==> src/rtl/uart_cmd_responder.sv <==
// uart_cmd_responder: host-side command responder on the uart byte interface.
// Decodes 5-byte frames {SYNC_CMD, CMD, ADDR, DATA, SUM} into 8-bit register bus
// reads and writes, then sends a reply frame back through the uart transmitter.
//
// Ports:
//   clk, rst            system clock, asynchronous active-high reset
//   rx_received/rx_byte received byte strobe and data
//   rx_error            uart framing error strobe
//   tx_free             uart transmit register empty
//   transmit/tx_byte    one-cycle send strobe and byte
//   reg_addr/reg_wdata  register bus address and write data (held between commands)
//   reg_we/reg_re       one-cycle write / read strobes
//   reg_rdata           read data, valid one clock after reg_re
//   busy                high whenever not hunting for a frame
//   err_count           (UART_CMD_STATS_EN only) saturating error counter
//
// Optional feature macro: UART_CMD_STATS_EN adds err_count, readable at ADDR 8'hFF.
module uart_cmd_responder #(
  parameter int unsigned CLOCKFRQ      = 48_000_000,
  parameter int unsigned TIMEOUT_TICKS = CLOCKFRQ / 1000,
  parameter logic [7:0]  SYNC_CMD      = 8'hA5,
  parameter logic [7:0]  SYNC_RSP      = 8'h5A,
  parameter logic [7:0]  NAK_BYTE      = 8'h15
) (
  input  logic       clk,
  input  logic       rst,
  input  logic       rx_received,
  input  logic [7:0] rx_byte,
  input  logic       rx_error,
  input  logic       tx_free,
  output logic       transmit,
  output logic [7:0] tx_byte,
  output logic [7:0] reg_addr,
  output logic [7:0] reg_wdata,
  output logic       reg_we,
  output logic       reg_re,
  input  logic [7:0] reg_rdata,
  output logic       busy
`ifdef UART_CMD_STATS_EN
  ,
  output logic [7:0] err_count
`endif
);

  localparam logic [3:0] S_HUNT  = 4'd0;
  localparam logic [3:0] S_CMD   = 4'd1;
  localparam logic [3:0] S_ADDR  = 4'd2;
  localparam logic [3:0] S_DATA  = 4'd3;
  localparam logic [3:0] S_SUM   = 4'd4;
  localparam logic [3:0] S_EXEC  = 4'd5;
  localparam logic [3:0] S_RSAMP = 4'd6;
  localparam logic [3:0] S_TX    = 4'd7;
  localparam logic [3:0] S_TXGAP = 4'd8;

  // Decoded operation, fixed when the SUM byte is accepted.
  localparam logic [1:0] OP_NAK = 2'd0;
  localparam logic [1:0] OP_WR  = 2'd1;
  localparam logic [1:0] OP_RD  = 2'd2;
  localparam logic [1:0] OP_RDI = 2'd3;  // internal read of err_count

  logic [3:0]       state;
  logic [7:0]       cmd_q, addr_q, data_q, sum_q;
  logic [1:0]       op_q, op_next;
  logic [3:0][7:0]  rsp;
  logic [1:0]       idx, last_idx;
  logic [31:0]      tmo;
  logic             in_frame, rx_ok, timeout_hit;
  logic [7:0]       rd_val;

  assign in_frame    = (state == S_CMD) || (state == S_ADDR) || (state == S_DATA) ||
                       (state == S_SUM);
  // A simultaneous error drops the byte.
  assign rx_ok       = rx_received && !rx_error;
  // Decrementing from 1 reaches 0, which is the abort point.
  assign timeout_hit = (tmo <= 32'd1);

  assign busy     = (state != S_HUNT);
  assign transmit = (state == S_TX) && tx_free;
  assign tx_byte  = transmit ? rsp[idx] : 8'h00;
  assign reg_we   = (state == S_EXEC) && (op_q == OP_WR);
  assign reg_re   = (state == S_EXEC) && (op_q == OP_RD);

  always_comb begin
    op_next = OP_NAK;
    if (rx_byte == sum_q) begin
      if (cmd_q == 8'h01) op_next = OP_WR;
      else if (cmd_q == 8'h02) op_next = OP_RD;
    end
`ifdef UART_CMD_STATS_EN
    if (op_next == OP_RD && addr_q == 8'hFF) op_next = OP_RDI;
`endif
  end

`ifdef UART_CMD_STATS_EN
  assign rd_val = (op_q == OP_RDI) ? err_count : reg_rdata;
`else
  assign rd_val = reg_rdata;
`endif

  always_ff @(posedge clk or posedge rst) begin
    if (rst) begin
      state     <= S_HUNT;
      cmd_q     <= 8'h00;
      addr_q    <= 8'h00;
      data_q    <= 8'h00;
      sum_q     <= 8'h00;
      op_q      <= OP_NAK;
      rsp       <= '0;
      idx       <= 2'd0;
      last_idx  <= 2'd0;
      tmo       <= 32'd0;
      reg_addr  <= 8'h00;
      reg_wdata <= 8'h00;
    end else begin
      case (state)
        S_HUNT: begin
          if (rx_ok && rx_byte == SYNC_CMD) begin
            state <= S_CMD;
            tmo   <= TIMEOUT_TICKS;
          end
        end
        S_CMD, S_ADDR, S_DATA, S_SUM: begin
          if (rx_error) begin
            state <= S_HUNT;
            tmo   <= 32'd0;
          end else if (rx_received) begin
            tmo <= TIMEOUT_TICKS;
            case (state)
              S_CMD: begin
                cmd_q <= rx_byte;
                sum_q <= rx_byte;
                state <= S_ADDR;
              end
              S_ADDR: begin
                addr_q <= rx_byte;
                sum_q  <= sum_q + rx_byte;
                state  <= S_DATA;
              end
              S_DATA: begin
                data_q <= rx_byte;
                sum_q  <= sum_q + rx_byte;
                state  <= S_SUM;
              end
              default: begin
                // Bus outputs only change for accepted commands, so they are
                // already stable during the S_EXEC strobe cycle.
                op_q  <= op_next;
                tmo   <= 32'd0;
                state <= S_EXEC;
                if (op_next != OP_NAK) reg_addr <= addr_q;
                if (op_next == OP_WR) reg_wdata <= data_q;
              end
            endcase
          end else if (timeout_hit) begin
            state <= S_HUNT;
            tmo   <= 32'd0;
          end else begin
            tmo <= tmo - 32'd1;
          end
        end
        S_EXEC: begin
          idx <= 2'd0;
          if (op_q == OP_NAK) begin
            rsp[0]   <= NAK_BYTE;
            last_idx <= 2'd0;
            state    <= S_TX;
          end else if (op_q == OP_WR) begin
            rsp      <= {reg_addr + reg_wdata, reg_wdata, reg_addr, SYNC_RSP};
            last_idx <= 2'd3;
            state    <= S_TX;
          end else begin
            state <= S_RSAMP;
          end
        end
        S_RSAMP: begin
          rsp      <= {reg_addr + rd_val, rd_val, reg_addr, SYNC_RSP};
          last_idx <= 2'd3;
          state    <= S_TX;
        end
        S_TX: begin
          if (tx_free) state <= S_TXGAP;
        end
        S_TXGAP: begin
          // tx_free lags transmit by a cycle, so it is not looked at here.
          if (idx == last_idx) begin
            state <= S_HUNT;
          end else begin
            idx   <= idx + 2'd1;
            state <= S_TX;
          end
        end
        default: state <= S_HUNT;
      endcase
    end
  end

`ifdef UART_CMD_STATS_EN
  logic err_inc;
  assign err_inc = (in_frame && rx_error) ||
                   (in_frame && !rx_received && timeout_hit) ||
                   (state == S_EXEC && op_q == OP_NAK);

  always_ff @(posedge clk or posedge rst) begin
    if (rst) begin
      err_count <= 8'h00;
    end else if (err_inc && err_count != 8'hFF) begin
      err_count <= err_count + 8'h01;
    end
  end
`endif

endmodule

==> config.mk <==
export PLATFORM = sky130hd
export DESIGN_NAME = uart_cmd_responder
export DESIGN_NICKNAME = d
export VERILOG_FILES = /design/src/rtl/uart_cmd_responder.sv
export SDC_FILE = /design/constraint.sdc
export NUM_CORES = 1
export LEC_CHECK = 0
export CELL_PAD_IN_SITES_DETAIL_PLACEMENT = 0
export CELL_PAD_IN_SITES_GLOBAL_PLACEMENT = 1
export CORE_MARGIN = 5
export CORE_UTILIZATION = 43
export CTS_BUF_LIST = sky130_fd_sc_hd__clkbuf_2
export DETAILED_ROUTE_END_ITERATION = 12
export PLACE_DENSITY_LB_ADDON = 0.1
export SYNTH_ARGS = -nofsm -noshare
export SYNTH_HDL_FRONTEND = slang
export SYNTH_SLANG_ARGS = --single-unit
==> constraint.sdc <==
create_clock -name clk -period 3.5 [get_ports clk]
set_input_delay 0.7 -clock clk [delete_from_list [all_inputs] [get_ports clk]]
set_output_delay 0.7 -clock clk [all_outputs]
set_load 0.05 [all_outputs]
Word-level counts from Yosys, hierarchy flattened
Cells that the tools add are included.
- input bits: 21
- word-level logic and storage cells: 108
- register bits after elaboration: 122
- equal/unequal tests: 23
- muxes and demuxes: 32
- bitwise gates (word level): 2
- reduce and logical (&&, ||, !) cells: 29
- $add $sub $neg: 5
- $lt $le $gt $ge: 2
- operators by type and width (operator ; count):
    32-bit two-way mux ; 5
    32-bit one-hot mux with 2 select lines ; 2
    32-bit by 1-bit <= comparator with 1-bit output (second input constant) ; 1
    32-bit by 1-bit subtractor with 32-bit output (second input constant) ; 1
    8-bit adder ; 3
    24-bit two-way mux ; 1
    8-bit two-way mux ; 3
    4-bit one-hot mux with 6 select lines ; 1
    4-bit two-way mux ; 5
    4-bit AND reduction ; 5
    8-bit binary-select mux with 2-bit select ; 1
    4-bit by 3-bit == test with 1-bit output (second input constant) ; 4
    16-bit two-way mux ; 1
    8-bit one-hot mux with 2 select lines ; 1
    2-bit two-way mux ; 6
    5-bit AND reduction ; 2
    2-bit nonzero test ; 5
    3-bit one-hot mux with 3 select lines ; 1
    4-bit by 2-bit == test with 1-bit output (second input constant) ; 2
    8-bit by 1-bit == test with 1-bit output (second input constant) ; 1
    8-bit by 2-bit == test with 1-bit output (second input constant) ; 1
    8-bit == test ; 1
    8-bit == test (second input constant) ; 1
    2-bit inequality test (second input constant) ; 4
    24 further kinds ; 35

Logic depth before layout (Yosys ltp)
Gate-level depths: netlist (run 1).
- word-level depth: 6
- gate-level depth with buffers: 12

Worst setup path after synthesis (run 1)
No wires, ideal clock.
- path kind: register to register
- from: register state[3]
- to: register rsp[30] (netlist name)
- arrival time: 2.710 ns
- stages on the path, launching flop included: 12
- required time: 3.361 ns
- buffers on the path: 1
- setup slack: 0.651 ns
- path through: dfrtp_1 nand2b_1 nor2_1 clkbuf_1 mux2_2 ha_1 fa_1 a21o_1 a21oi_1 o21ai_0 xnor2_1 o21ai_0
- longest elaborated chain between the ends: 3
- RTL lines (item ; RTL line ; RTL):
    from (decl) ; 61 ; logic [3:0] state;
    from (signal assigned) ; 102 ; state <= S_HUNT;
    from (signal assigned) ; 118 ; state <= S_CMD;
    from (signal assigned) ; 124 ; state <= S_HUNT;
    4-bit by 3-bit == test with 1-bit output ; 115 ; case (state)
    2-bit inequality test (no line), or another cell as far along ; -- ;
    3-bit AND reduction (no line) ; -- ;
    to (signal assigned) ; 168 ; rsp <= {reg_addr + reg_wdata, reg_wdata, reg_addr, SYNC_RSP};
    to (signal assigned) ; 176 ; rsp <= {reg_addr + rd_val, rd_val, reg_addr, SYNC_RSP};
    to (decl) ; 64 ; logic [3:0][7:0] rsp;
Several ways; a longest one is shown, not always the timed one.
A chain may end at the register's enable or synchronous reset.

Final worst setup path (run 1)
- from: register state[1]
- to: output reg_we
- longest elaborated chain between the ends: 2
- RTL lines (item ; RTL line ; RTL):
    4-bit by 3-bit == test with 1-bit output ; 80 ; assign reg_we = (state == S_EXEC) && (op_q == OP_WR);
    1-bit logical AND ; 80 ;
    to (decl) ; 35 ; output logic reg_we,
No other way between the ends.

==> results.ini, run 1 <==
[grt]
grtUsageTotal_pct=19.7
grt_max_degree=56
antenna_found_initial=0
grt_pass1_wl_um=25900
grt_overflow_total=0
grt_pass1_vias=4893

[pwr]
power.density_nw_per_um2=632
p_seq_share_pct=43.2
p_clk_share_pct=19.7
vdd_drop_max_v=0.000406
switching_share_pct=40.6
power.leakage_nw=3.33
net-switching-power_w=0.00187
combPwrFrac_pct=37.0
p_int_w=0.00273

[run_status]
status=finished, final reports clean

[timing]
setup_viol=0
slew-limit-headroom_pct=43.5
period_needed_ps=3250
hold_viol=0
fin_crit_sh_pct=92.9
max_freq_mhz=308
tns_ps=0
clock_skew_ps=31.2
rsz0062_at_grt=false
slew_violations=0
worst_slew_pin_slew_ps=848

[yosys]
ys.flop_type=dfrtp_1
syn_nets=671
synth_seq_cells=116
synth_edf_count=0
ys_types=56
yosysWarningCount=0
synth_area_um2=6200
yosysSeqAreaShare_pct=46.8
synthCells=632
syn-mean-instance-area_um2=9.81
ys_async_sr_fraction_pct=100

[route]
vias=4748
first_iter_violations=288
wl_per_cell_um=17.2
ant_nets=0
wl_um=15200
drc_errors=0
first_pass_iters=5
via_per_inst=5.35

[clock_network]
cts_buffer_depth=2
clkLatencyLatePin_ps=690
cts_tree=yes
clk_pin_slew_worst_paths_ps=210
postCtsSetupRepairBufs=0
htreeDepth=4
cts_sinks=116
cts_hold_buf=0
cts_root_buf=clkbuf_2
cts_made_buffers=17

[critical_path]
startpoint_type=flip-flop
worstSetupPathType=reg -> out
end_kind=output pin
path_max_fanout=9
critPathArrivalTime_ps=2550
required_ps=2800

[placed_design]
place.gp.congestion=0.918
io_buffers=48
dp_hpwl_um=11200

[finish]
fin_util_pct=52.0
syn_to_final_growth_pct=17.4
drive_above_1_share_pct=17.7
final_nets=733
n_antenna_cell=0

[floorplan]
die_area_um2=16900
start_util_pct=44.3
coreArea_um2=14000
die_h_um=130
die_w_um=130
num_rows=43
io_pins=49

[flow_run]
cap_viol_max_count=0

[hold_path]
worstHoldPathType=in -> async

-- state kept, by name, indices dropped and copies added (netlist names) --
register and flops:
tmo 32, rsp 27, addr_q 8, cmd_q 8, data_q 8, reg_addr 8
reg_wdata 8, sum_q 8, state 4, idx 2, op_q 2, last_idx 1
-- power groups by stage --
stage / clock (W) / combinational [W] / sequential [W]
global placement: 0 / 0.00168 / 0.00200
CTS: 0.000938 / 0.00172 / 0.00199
floorplan: 0 / 0.00139 / 0.00189
detailed placement: 0 / 0.00171 / 0.00202
finish: 0.000908 / 0.00170 / 0.00199
global route: 0.00101 / 0.00194 / 0.00205
-- cells by family (layout without fill, tap and decap cells) --
kind of cell / count (synthesis) / count (layout) / synth area share, %
AO/OA/AOI/OAI: 100 / 100 / 10.0
XOR/XNOR: 28 / 28 / 3.96
adder cells (fa/ha/maj): 18 / 18 / 3.87
buffers and inverters: 42 / 117 / 3.01
flip-flops: 116 / 116 / 46.8
multiplexers: 55 / 55 / 11.0
AND/OR/NAND/NOR: 273 / 273 / 21.3
-- cells in the mapped netlist (16+ instances only) --
cell      instances  area, µm²
nand3_1          21        105
inv_1            17       63.8
nand2_1          79        297
nor3_1           20        100
mux2_2           43        484
o21ai_0          34        170
dfrtp_1         116       2900
clkbuf_1         18       67.6
nor2_1           82        308
ha_1             16        200
a21oi_1          28        140
-- what timing repair did --
action / CTS / global route
resized for setup: 4 / 4
pin swaps: 0 / 0
endpoints found under the setup margin: 2 / 2
-- cells in the final DEF (no fill, tap or decap), types with 4 or more instances in the layout --
cell,count
o21ai_0,34
a31oi_1,4
buf_12,10
nor2b_1,8
mux2_2,43
nor3_1,20
o21bai_1,4
xnor2_1,14
inv_1,16
clkdlybuf4s50_1,37
nand2b_1,7
o31ai_1,6
dfrtp_1,116
ha_1,16
inv_6,9
nand4_1,8
or3_1,6
a21o_1,8
xor2_1,14
mux4_2,6
nand3_1,21
nand2_1,79
nor3b_1,6
a21oi_1,28
mux2_1,4
and3_1,4
buf_4,19
nor4_1,12
clkbuf_2,18
nor2_1,81
-- layer usage --
metal,track usage [%],wire (µm),up-vias
met5,0,0,-
met4,5.01,186,0
met3,4.26,459,16
met2,30.9,7100,69
met1,28.1,7480,2311
li1,-,-,2352
-- final timing paths --
| path | cells past startpoint | end | start | slack [ps] |
|---|---|---|---|---|
| max | 5 | reg_we | state[1]$_DFFE_PP0P_ | 250 |
| min reg2reg | 2 | rsp[15]$_DFFE_PP0P_ | rsp[15]$_DFFE_PP0P_ | 490 |
| min in group clk | 2 | rsp[15]$_DFFE_PP0P_ | rsp[15]$_DFFE_PP0P_ | 490 |
| min | 2 | rsp[21]$_DFFE_PP0P_ | rst | 440 |
| max in group asynchronous | 3 | rsp[15]$_DFFE_PP0P_ | rst | 2360 |
| max reg2reg | 11 | rsp[31]$_DFFE_PP0P_ | state[2]$_DFFE_PP0P_ | 510 |
-- layout make-up --
| class | count | area [µm²] |
|---|---|---|
| inverter | 17 | 67.6 |
| sequential | 116 | 2900 |
| tap | 180 | 225 |
| clock inverter | 15 | 158 |
| clock buffer | 17 | 85.1 |
| fill | 1299 | 6710 |
| multi-input combinational | 474 | 3110 |
| timing repair buffer | 68 | 729 |
-- metrics by stage --
stage	cell area [µm²]	hold WS [ps]	instances	setup WS (ps)	total power, W
global placement	7040	445	855	221	0.00368
global route	7280	412	887	4.82	0.00499
CTS	7280	416	887	82.6	0.00465
finish	7280	443	887	250	0.00460
floorplan	6200	433	632	651	0.00328
detailed placement	7040	453	855	142	0.00373
-- worst max-delay path, cell delays in order, from the launching register on --
cell and delay [ps]:
dfrtp_1 520, nor2_1 220, nand3_1 250, nor2_2 300, and2_1 190, clkdlybuf4s15_2 370
No activity file was read; power rests on OpenSTA's default activity.
==> run 2, diff against run 1 <==
CORE_UTILIZATION = 47   (was 43)
clock period = 3.56 ns   (was 3.5 ns; I/O delays follow)
==> run 2 against run 1 <==
Net effect: sequential share of layout area unchanged; global-route usage increased by 0.52 points; clock power increased by 6.5%; register-to-register slack improved by 110 ps; die area decreased by 7.9%; critical path depth decreased by 1; wire length decreased by 0.41%; critical path type unchanged; non-clock buffer count decreased by 3; power increased by 0.23%.
==> results.ini, run 2 (synthesis results as in run 1) <==
[floorplan]
io_pins=49  ; unchanged
die_h_um=125  ; -4.0%
die_w_um=125  ; -4.0%
coreArea_um2=13100  ; -6.5%
start_util_pct=47.4  ; +3.1 points
die_area_um2=15600  ; -7.9%
num_rows=42  ; -2.3%

[critical_path]
r2r_cells=11  ; unchanged
startpoint_type=flip-flop
required_ps=2850  ; +50 ps
reg2reg_to=rsp[31]$_DFFE_PP0P_
critPathLaunch=state[1]$_DFFE_PP0P_
end_kind=output pin
rrSetupSlack_ps=620  ; +110 ps
worstSetupPathType=reg -> out
worstReg2RegStart=state[3]$_DFFE_PP0P_
critPathArrivalTime_ps=2550  ; about the same
path_max_fanout=9  ; unchanged

[route]
first_pass_iters=5  ; unchanged
via_per_inst=5.47  ; +2.2%
drc_errors=0  ; unchanged
wl_per_cell_um=17.2  ; +0.38%
vias=4812  ; +1.3%
ant_nets=0  ; unchanged
first_iter_violations=233  ; -19%
wl_um=15200  ; -0.41%

[timing]
clock_skew_ps=29.8  ; -1.40 ps
rsz0062_at_grt=false
worst_slew_pin_slew_ps=909  ; +61.7 ps
period_needed_ps=3260
slew_violations=0  ; unchanged
tns_ps=0  ; unchanged
fin_ws_ps=303  ; +52.9 ps
max_freq_mhz=307
slew-limit-headroom_pct=39.2  ; -4.2 points
setup_viol=0  ; unchanged
fin_crit_sh_pct=91.5
hold_viol=0  ; unchanged

[pwr]
power.density_nw_per_um2=633  ; +0.23%
power.leakage_nw=3.32  ; -0.21%
vdd_drop_max_v=0.000445  ; +9.6%

[placed_design]
dpl_cell_area_um2=7020  ; -0.25%
place.gp.congestion=0.820  ; -11%
io_buffers=48  ; unchanged
dp_slack_ps=198  ; +55.9 ps
dp_hpwl_um=10900  ; -3.0%

[run_status]
status=finished, final reports clean

[clock_network]
postCtsSetupRepairBufs=0  ; unchanged
cts_made_buffers=17  ; unchanged
clk_pin_slew_worst_paths_ps=210  ; about the same
cts_hold_buf=0  ; unchanged
cts_tree=yes
htreeDepth=4  ; unchanged
cts_buffer_depth=2  ; unchanged
cts_root_buf=clkbuf_2
clkLatencyLatePin_ps=720  ; +30 ps
cts_sinks=116  ; unchanged

[finish]
largest_register_ffs=32  ; unchanged
layout_commonest_cell=dfrtp_1
drive_above_1_share_pct=17.3  ; -0.35 points
top_regs=tmo (32), rsp (27)
syn_to_final_growth_pct=17.4  ; unchanged
final_nets=730  ; -0.41%
top_register=tmo
n_antenna_cell=0  ; unchanged
layout_common_cells=dfrtp_1 (116), nor2_1 (82), nand2_1 (79)
postLayoutCellArea_um2=7280  ; unchanged

[grt]
grt_pass1_wl_um=25500  ; -1.8%
grt_max_degree=52  ; -7.1%
grt_overflow_total=0  ; unchanged
grt_pass1_vias=4921  ; +0.57%
grtUsageTotal_pct=20.2  ; +0.52 points
antenna_found_initial=0  ; unchanged

[hold_path]
worstHoldPathType=in -> async

[flow_run]
cap_viol_max_count=0  ; unchanged

[run 2: worst max-delay path by stage]
| stage | to | cells after the start |
|---|---|---|
| floorplan | rsp[30]$_DFFE_PP0P_ | 11 |
| global placement | reg_wdata[6]$_DFFE_PP0P_ | 7 |
| detailed placement | reg_addr[4]$_DFFE_PP0P_ | 7 |
| CTS | reg_we | 5 |
| global route | reg_re | 4 |
| finish | reg_re | 4 |
[run 2: stage by stage]
step	cells	total power, W	utilization [%]	hold WS (ps)
global placement	848	0.00362	53.7	447
floorplan	632	0.00322	-	433
CTS	880	0.00465	55.7	475
finish	880	0.00461	55.6	494
global route	880	0.00496	55.6	514
detailed placement	848	0.00367	53.7	455
[run 2: report_power, final]
group	leakage (nW)	switching, W	total [W]	internal, W
clock	0.151	0.000570	0.000967	0.000397
combinational	1.67	0.000951	0.00169	0.000744
sequential	1.51	0.000281	0.00195	0.00167
total	3.32	0.00180	0.00461	0.00281
[run 2: final cells by class]
type	count	area [µm²]
Fill cell	1222	5800
Multi-Input combinational cell	474	3120
Timing Repair Buffer	65	704
Clock inverter	15	180
Clock buffer	17	85.1
Inverter	17	67.6
Sequential cell	116	2900
Tap cell	176	220
[run 2: routing by layer]
layer  up-vias  share of wire (%)  track usage, %
met5         -                  0               0
met4         0                1.9            7.02
met3        21                3.5            4.63
met2        87                 50            33.3
met1      2363                 45            26.4
li1       2341                  -               -
[run 2: worst max-delay path: stages (launching register included)]
cell           delay, ps
dfrtp_1              510
nor2_1               210
nand3_1              250
nor3b_1              310
dlygate4sd2_1        560
[run 2: timing repair]
item                                    CTS  global route
resized for setup                         2             2
endpoints found under the setup margin    2             1
hold endpoints to repair                  0             0
cloned                                    0             0
